File: src/rtl/pipeline_hazard_ctrl_pkg.sv
// Shared types and defaults for the pipeline hazard/sequencing controller.
package pipeline_ctrl_pkg;

    localparam int REG_ADDR_W      = 5;
    localparam int MEM_TIMEOUT_DEF = 15;

    typedef enum logic [1:0] {
        RUN      = 2'd0,
        MEM_WAIT = 2'd1
    } ctrl_state_t;

endpackage

File: src/rtl/pipeline_hazard_ctrl_hazard_detect.sv
// Load-use hazard compare: a load in EX whose destination is read by the instr in ID.
module hazard_detect #(
    parameter int REG_ADDR_W = pipeline_ctrl_pkg::REG_ADDR_W
) (
    input  logic [REG_ADDR_W-1:0] id_rs1,
    input  logic [REG_ADDR_W-1:0] id_rs2,
    input  logic                  id_use_rs1,
    input  logic                  id_use_rs2,
    input  logic                  ex_mem_read,
    input  logic [REG_ADDR_W-1:0] ex_rd,
    output logic                  load_use
);

    // x0 is hardwired zero, so a load targeting it never creates a dependency.
    assign load_use = ex_mem_read && (ex_rd != '0) &&
                      ((id_use_rs1 && (id_rs1 == ex_rd)) ||
                       (id_use_rs2 && (id_rs2 == ex_rd)));

endmodule

File: src/rtl/pipeline_hazard_ctrl.sv
// Pipeline enable/flush sequencer: load-use stall, branch squash, data-memory freeze.
// Optional STALL_PERF_CNT_EN adds a free-running stall-cycle counter port.
module pipeline_hazard_ctrl #(
    parameter int REG_ADDR_W  = pipeline_ctrl_pkg::REG_ADDR_W,
    parameter int MEM_TIMEOUT = pipeline_ctrl_pkg::MEM_TIMEOUT_DEF,
    parameter int CNT_W       = 4
) (
    input  logic                  clk,
    input  logic                  reset,
    input  logic [REG_ADDR_W-1:0] id_rs1,
    input  logic [REG_ADDR_W-1:0] id_rs2,
    input  logic                  id_use_rs1,
    input  logic                  id_use_rs2,
    input  logic                  ex_mem_read,
    input  logic [REG_ADDR_W-1:0] ex_rd,
    input  logic                  ex_branch_taken,
    input  logic                  mem_req,
    input  logic                  mem_ready,
    output logic                  pc_en,
    output logic                  if_id_en,
    output logic                  id_ex_en,
    output logic                  ex_mem_en,
    output logic                  mem_wb_en,
    output logic                  if_id_flush,
    output logic                  id_ex_flush,
    output logic                  stall,
    output logic                  mem_timeout_err,
    output logic [1:0]            ctrl_state
`ifdef STALL_PERF_CNT_EN
    ,
    output logic [31:0]           stall_cycles
`endif
);

    import pipeline_ctrl_pkg::*;

    localparam logic [CNT_W-1:0] TIMEOUT_C = CNT_W'(MEM_TIMEOUT);

    ctrl_state_t      state_q, state_d;
    logic [CNT_W-1:0] wait_cnt_q, wait_cnt_d;
    logic             err_q, err_d;
    logic             load_use;
    logic             freeze;

    hazard_detect #(
        .REG_ADDR_W (REG_ADDR_W)
    ) u_hazard_detect (
        .id_rs1      (id_rs1),
        .id_rs2      (id_rs2),
        .id_use_rs1  (id_use_rs1),
        .id_use_rs2  (id_use_rs2),
        .ex_mem_read (ex_mem_read),
        .ex_rd       (ex_rd),
        .load_use    (load_use)
    );

    // State changes on the falling edge, in step with the pipeline registers.
    always_ff @(negedge clk or negedge reset) begin
        if (!reset) begin
            state_q    <= RUN;
            wait_cnt_q <= '0;
            err_q      <= 1'b0;
        end else begin
            state_q    <= state_d;
            wait_cnt_q <= wait_cnt_d;
            err_q      <= err_d;
        end
    end

    always_comb begin
        state_d    = state_q;
        wait_cnt_d = wait_cnt_q;
        err_d      = err_q;
        freeze     = 1'b0;
        case (state_q)
            RUN: begin
                if (mem_req && !mem_ready) begin
                    freeze     = 1'b1;
                    state_d    = MEM_WAIT;
                    wait_cnt_d = CNT_W'(1);
                end
            end
            MEM_WAIT: begin
                if (mem_ready) begin
                    state_d    = RUN;
                    wait_cnt_d = '0;
                end else if (wait_cnt_q < TIMEOUT_C) begin
                    freeze     = 1'b1;
                    wait_cnt_d = wait_cnt_q + CNT_W'(1);
                end else begin
                    // Forced release: the pipe runs this cycle and the error latches.
                    state_d    = RUN;
                    wait_cnt_d = '0;
                    err_d      = 1'b1;
                end
            end
            default: begin
                state_d    = RUN;
                wait_cnt_d = '0;
            end
        endcase
    end

    always_comb begin
        pc_en       = 1'b1;
        if_id_en    = 1'b1;
        id_ex_en    = 1'b1;
        ex_mem_en   = 1'b1;
        mem_wb_en   = 1'b1;
        if_id_flush = 1'b0;
        id_ex_flush = 1'b0;
        stall       = 1'b0;
        if (freeze) begin
            pc_en     = 1'b0;
            if_id_en  = 1'b0;
            id_ex_en  = 1'b0;
            ex_mem_en = 1'b0;
            mem_wb_en = 1'b0;
            stall     = 1'b1;
        end else if (ex_branch_taken) begin
            if_id_flush = 1'b1;
            id_ex_flush = 1'b1;
        end else if (load_use) begin
            pc_en       = 1'b0;
            if_id_en    = 1'b0;
            id_ex_flush = 1'b1;
            stall       = 1'b1;
        end
    end

    assign mem_timeout_err = err_q;
    assign ctrl_state      = state_q;

`ifdef STALL_PERF_CNT_EN
    logic [31:0] stall_cycles_q;

    always_ff @(negedge clk or negedge reset) begin
        if (!reset) begin
            stall_cycles_q <= '0;
        end else if (stall) begin
            stall_cycles_q <= stall_cycles_q + 32'd1;
        end
    end

    assign stall_cycles = stall_cycles_q;
`endif

endmodule

File: config.mk
export PLATFORM = sky130hd
export DESIGN_NAME = pipeline_hazard_ctrl
export DESIGN_NICKNAME = d
export VERILOG_FILES = /design/src/rtl/pipeline_hazard_ctrl_pkg.sv /design/src/rtl/pipeline_hazard_ctrl_hazard_detect.sv /design/src/rtl/pipeline_hazard_ctrl.sv
export SDC_FILE = /design/constraint.sdc
export NUM_CORES = 1
export LEC_CHECK = 0
export ABC_AREA = 1
export CAP_MARGIN = 0
export CELL_PAD_IN_SITES_DETAIL_PLACEMENT = 1
export CELL_PAD_IN_SITES_GLOBAL_PLACEMENT = 2
export CORE_ASPECT_RATIO = 1.75
export CORE_UTILIZATION = 18
export DETAILED_ROUTE_END_ITERATION = 16
export PLACE_DENSITY = 0.88
export SLEW_MARGIN = 20
export SYNTH_ARGS = -nofsm -noshare
export SYNTH_HDL_FRONTEND = slang
export SYNTH_SLANG_ARGS = --single-unit
File: constraint.sdc
create_clock -name clk -period 1.6 [get_ports clk]
set_input_delay 0.16 -clock clk [delete_from_list [all_inputs] [get_ports clk]]
set_output_delay 0.16 -clock clk [all_outputs]
set_load 0.02 [all_outputs]
==> Implementation_results.wiki <==
{| class="wikitable"
! Metric !! Value
|-
| Status || finished with violations
|-
| Violations in the final reports || negative setup slack
|-
| Critical-path cell list || ha_2 > nand3_2 > nand2_2 > nand2_4 > nor2_4 > inv_2 > nand2_4 > buf_6
|-
| Number of max-slew violations in the final report || 0
|-
| Worst supply voltage drop on vdd || a little under 0.0003 V
|-
| Count of routing violations after the opening detailed-route iteration || 9
|-
| Final setup vio count || 11
|-
| Area grow syn2layout || 98.37%
|-
| Starting density of the core || around a fifth
|-
| Final routed DRC violation total || 0
|-
| Data arrival time of the critical path || roughly 2300 ps
|-
| Remaining number of nets flagged by the antenna check after routing || 0
|-
| Final weighted congestion in routability-driven placement || roughly 0.84
|-
| Number of flip-flops and latches in the synthesized netlist || 6
|-
| Unrepaired setup endpoints after global routing || yes
|-
| Biggest cell delay along the critical path || around 410 ps
|-
| Worst Reg-to-Reg Cells || 10
|-
| Synthesized cell area || about 620 um^2
|-
| Hold worst-path end || ctrl_state[0]
|-
| Worst hold path stage count || 3
|-
| Met2 WL post-DR || between 1000 and 1500 um
|-
| Worst reg2reg path endpoint || wait_cnt_q[0]
|-
| Maximum fanout encountered on the critical timing path || 3
|-
| Number of CTS-inserted buffers || 3
|-
| Number of distinct library cell variants in the gate-level netlist after synthesis || 23
|-
| Post-Synthesis Cells || between 100 and 150
|-
| Part of the power in combinational logic || around half
|-
| Critical Path End Type || output port
|-
| Pwr Density || ~680 nW/um^2
|-
| Number of H-tree levels || 1
|-
| Hold crit path type || reg -> reg
|-
| Flip-flop cell with the highest count after synthesis || sky130_fd_sc_hd__dfrtn_1
|-
| Share of synthesized area occupied by flip-flops and latches || between 20% and 30%
|-
| Final WL || about 2200 um
|-
| Die Span Y || ~80 um
|-
| Largest net degree at the start of global routing || 7
|-
| Worst-Skew Late Latency || ~250 ps
|-
| Average routed wire per standard cell || roughly 11 um
|-
| Cell-internal power || between 0.5 and 0.6 mW
|-
| Port Buf Inserts || 32
|-
| Clock tree root driver cell || sky130_fd_sc_hd__clkbuf_8
|-
| Lkg Pwr || between 0.6 and 0.7 nW
|-
| Maximum capacitance violations || 0
|-
| Average size of a mapped cell || about 6 um^2
|-
| Max Root-Sink Buffers || 2
|-
| DPL Wire Length || between 1500 and 2000 um
|-
| Top cell type by total area after synthesis || sky130_fd_sc_hd__dfrtn_1
|-
| Total power consumption of the routed design || about 0.83 mW
|-
| Net Count, Synth || 125
|-
| Area of the core || approximately 3200 um^2
|-
| Fraction of final layout cells sized beyond drive strength 1 || approximately 37%
|-
| Synth top area share || between 20% and 30%
|-
| Classification of the worst setup path || reg -> out
|-
| Post-Place Worst Slack || -1055 ps
|-
| Area of the multi-input gates || roughly 360 um^2
|-
| Final core utilization || 38.05%
|-
| Instance count after placement with tap cells included || between 150 and 200
|-
| Number of global-route vias before repair || 909
|-
| GRT Residual Overflow || 0
|-
| Number of filler instances in the final layout || slightly above 400
|-
| CTS Hold Buffers Added || 0
|-
| Fraction of synthesis flops using an asynchronous set or reset pin || 100.0%
|-
| Cell depth of the worst setup path || 8
|-
| Total placed instance area || about 1100 um^2
|-
| Initial antenna violation count || 0
|-
| Clk pwr share || between 20 and 30%
|-
| Number of clock sinks || 6
|-
| Setup total negative slack || -6930 ps
|-
| Switching power total || between 0.2 and 0.3 mW
|-
| Top cells by area, synth || sky130_fd_sc_hd__dfrtn_1, sky130_fd_sc_hd__nand2_1, sky130_fd_sc_hd__inv_1
|-
| Minimum setup slack in the final design || -835.7 ps
|-
| Length of routed met3 wiring || 119 um
|-
| EDFF count, synth || 0
|-
| Antenna cells || 0
|-
| Power share of the sequential group || between 20% and 30%
|-
| CTS tree || done
|-
| Number of ports placed on the die boundary || 34
|-
| Number of optimization iterations in the first detailed-route pass || 3
|-
| Routed metal-1 wire length || 671 um
|-
| Via count normalized by instance count || slightly above 4
|-
| Leading post-synthesis cells by instance count || sky130_fd_sc_hd__nand2_1, sky130_fd_sc_hd__inv_1, sky130_fd_sc_hd__nor2_1, sky130_fd_sc_hd__nand3_1, sky130_fd_sc_hd__dfrtn_1
|-
| Die W || between 40 and 50 um
|-
| Final Instance Count excl. Fillers || ~200
|-
| Worst hold slack || ~530 ps
|-
| Setup slack of the worst register-to-register path || 160 ps
|-
| Clock skew || a little under 0.3 ps
|-
| Combined buffer and inverter count along the critical path || 2
|-
| Final Hold Viols || 0
|-
| Final Cell Area || roughly 1200 um^2
|-
| First-pass GRT wire length || between 3000 and 4000 um
|-
| Critical path required time || between 1000 and 1500 ps
|-
| YS warnings || 0
|-
| Number of nets in the layout || 180
|-
| Most frequent cell after synthesis || sky130_fd_sc_hd__nand2_1
|-
| Crit path top cell by count || sky130_fd_sc_hd__nand2_4
|-
| Clock-pin slew on the worst setup and hold paths || around 30 ps
|-
| Slowest library cell on the worst path || sky130_fd_sc_hd__dfrtn_1
|-
| Critical Path Source Type || flop
|-
| Kind of cell adding the most delay to the critical path || simple AND/OR/NAND/NOR gates
|-
| GRT Total Usage || 13.74%
|-
| Die Area || 3667 um^2
|-
| FF+latch area || about 150 um^2
|-
| Highest routed metal layer || met4
|-
| Via count of the routed design || ~800
|-
| Sw frac || 32.90%
|-
| Number of rows in the core area || 27
|-
| Origin of the critical flop-to-flop path || wait_cnt_q[1]
|-
| Worst hold start || ctrl_state[0]
|}
## power groups by stage
stage | sequential, mW | combinational (mW) | clock, mW
after floorplan | 0.194 | 0.170 | 0
after global placement | 0.186 | 0.346 | 0
after detailed placement | 0.188 | 0.359 | 0
after CTS | 0.186 | 0.387 | 0.243
after global routing | 0.188 | 0.436 | 0.258
final | 0.186 | 0.402 | 0.238
## kinds of logic (layout without fill, tap and decap cells)
logic type | after synthesis | count (layout) | share of synthesized area [%]
compound gates | 7 | 7 | 7.520
xor+xnor | 2 | 2 | 2.846
fa+ha+maj | 1 | 1 | 2.032
buf+inv | 27 | 80 | 19.72
flops | 6 | 6 | 24.39
other cells | 1 | 1 | 0.6092
simple gates | 57 | 57 | 42.89
## worst min-delay path: cells and delay by family, from the launching register on
| kind | cells | cell delay (ps) |
|---|---|---|
| buffers and inverters | 1 | 90 |
| DFF | 1 | 340 |
| and+or+nand+nor | 2 | 160 |
## worst max path at each step
stage	startpoint	endpoint	slack, ps
global placement	wait_cnt_q[1]	id_ex_flush	-1010
detailed placement	wait_cnt_q[0]	id_ex_flush	-1060
CTS	wait_cnt_q[0]	if_id_en	-820
global route	ctrl_state[0]	pc_en	-920
floorplan	wait_cnt_q[1]	pc_en	-660
finish	wait_cnt_q[1]	if_id_en	-840
## cells in the final DEF (no fill, tap or decap), types with 3 or more instances in the layout
cell	netlist	final
sky130_fd_sc_hd__nand2_1	33	30
sky130_fd_sc_hd__clkdlybuf4s50_1	0	20
sky130_fd_sc_hd__buf_4	4	17
sky130_fd_sc_hd__inv_1	17	16
sky130_fd_sc_hd__buf_6	0	16
sky130_fd_sc_hd__nor2_1	8	8
sky130_fd_sc_hd__nand3_1	7	7
sky130_fd_sc_hd__dfrtn_1	6	6
sky130_fd_sc_hd__inv_2	5	5
sky130_fd_sc_hd__nand2_2	3	5
sky130_fd_sc_hd__nand2_4	2	3
sky130_fd_sc_hd__o21ai_0	3	3
sky130_fd_sc_hd__clkbuf_8	0	3
## layout make-up
type / count / share of cell area, %
inverters: 23 / 8.504
well taps: 43 / 4.406
flip-flops and latches: 6 / 12.30
multi-input cells: 68 / 29.41
repair buffers: 54 / 42.01
clock buffers: 3 / 3.381
## registers in the layout (all words and copies together), names as in the netlist
name             cells
ctrl_state           1
wait_cnt_q           4
mem_timeout_err      1
## what timing repair did
action                                 CTS  global route
gates resized for setup                 67             8
cloned                                   0             0
pin swaps                                5             3
buffers inserted                         5             4
endpoints found under the hold margin    0             0
setup endpoints to repair               16            11
## routing by layer
metal,track usage (%),up-vias
li1,-,402
met2,25.92,38
met1,12.40,358
met4,7.941,0
met3,2.500,7
met5,0,-
No activity file was read; power rests on OpenSTA's default activity.
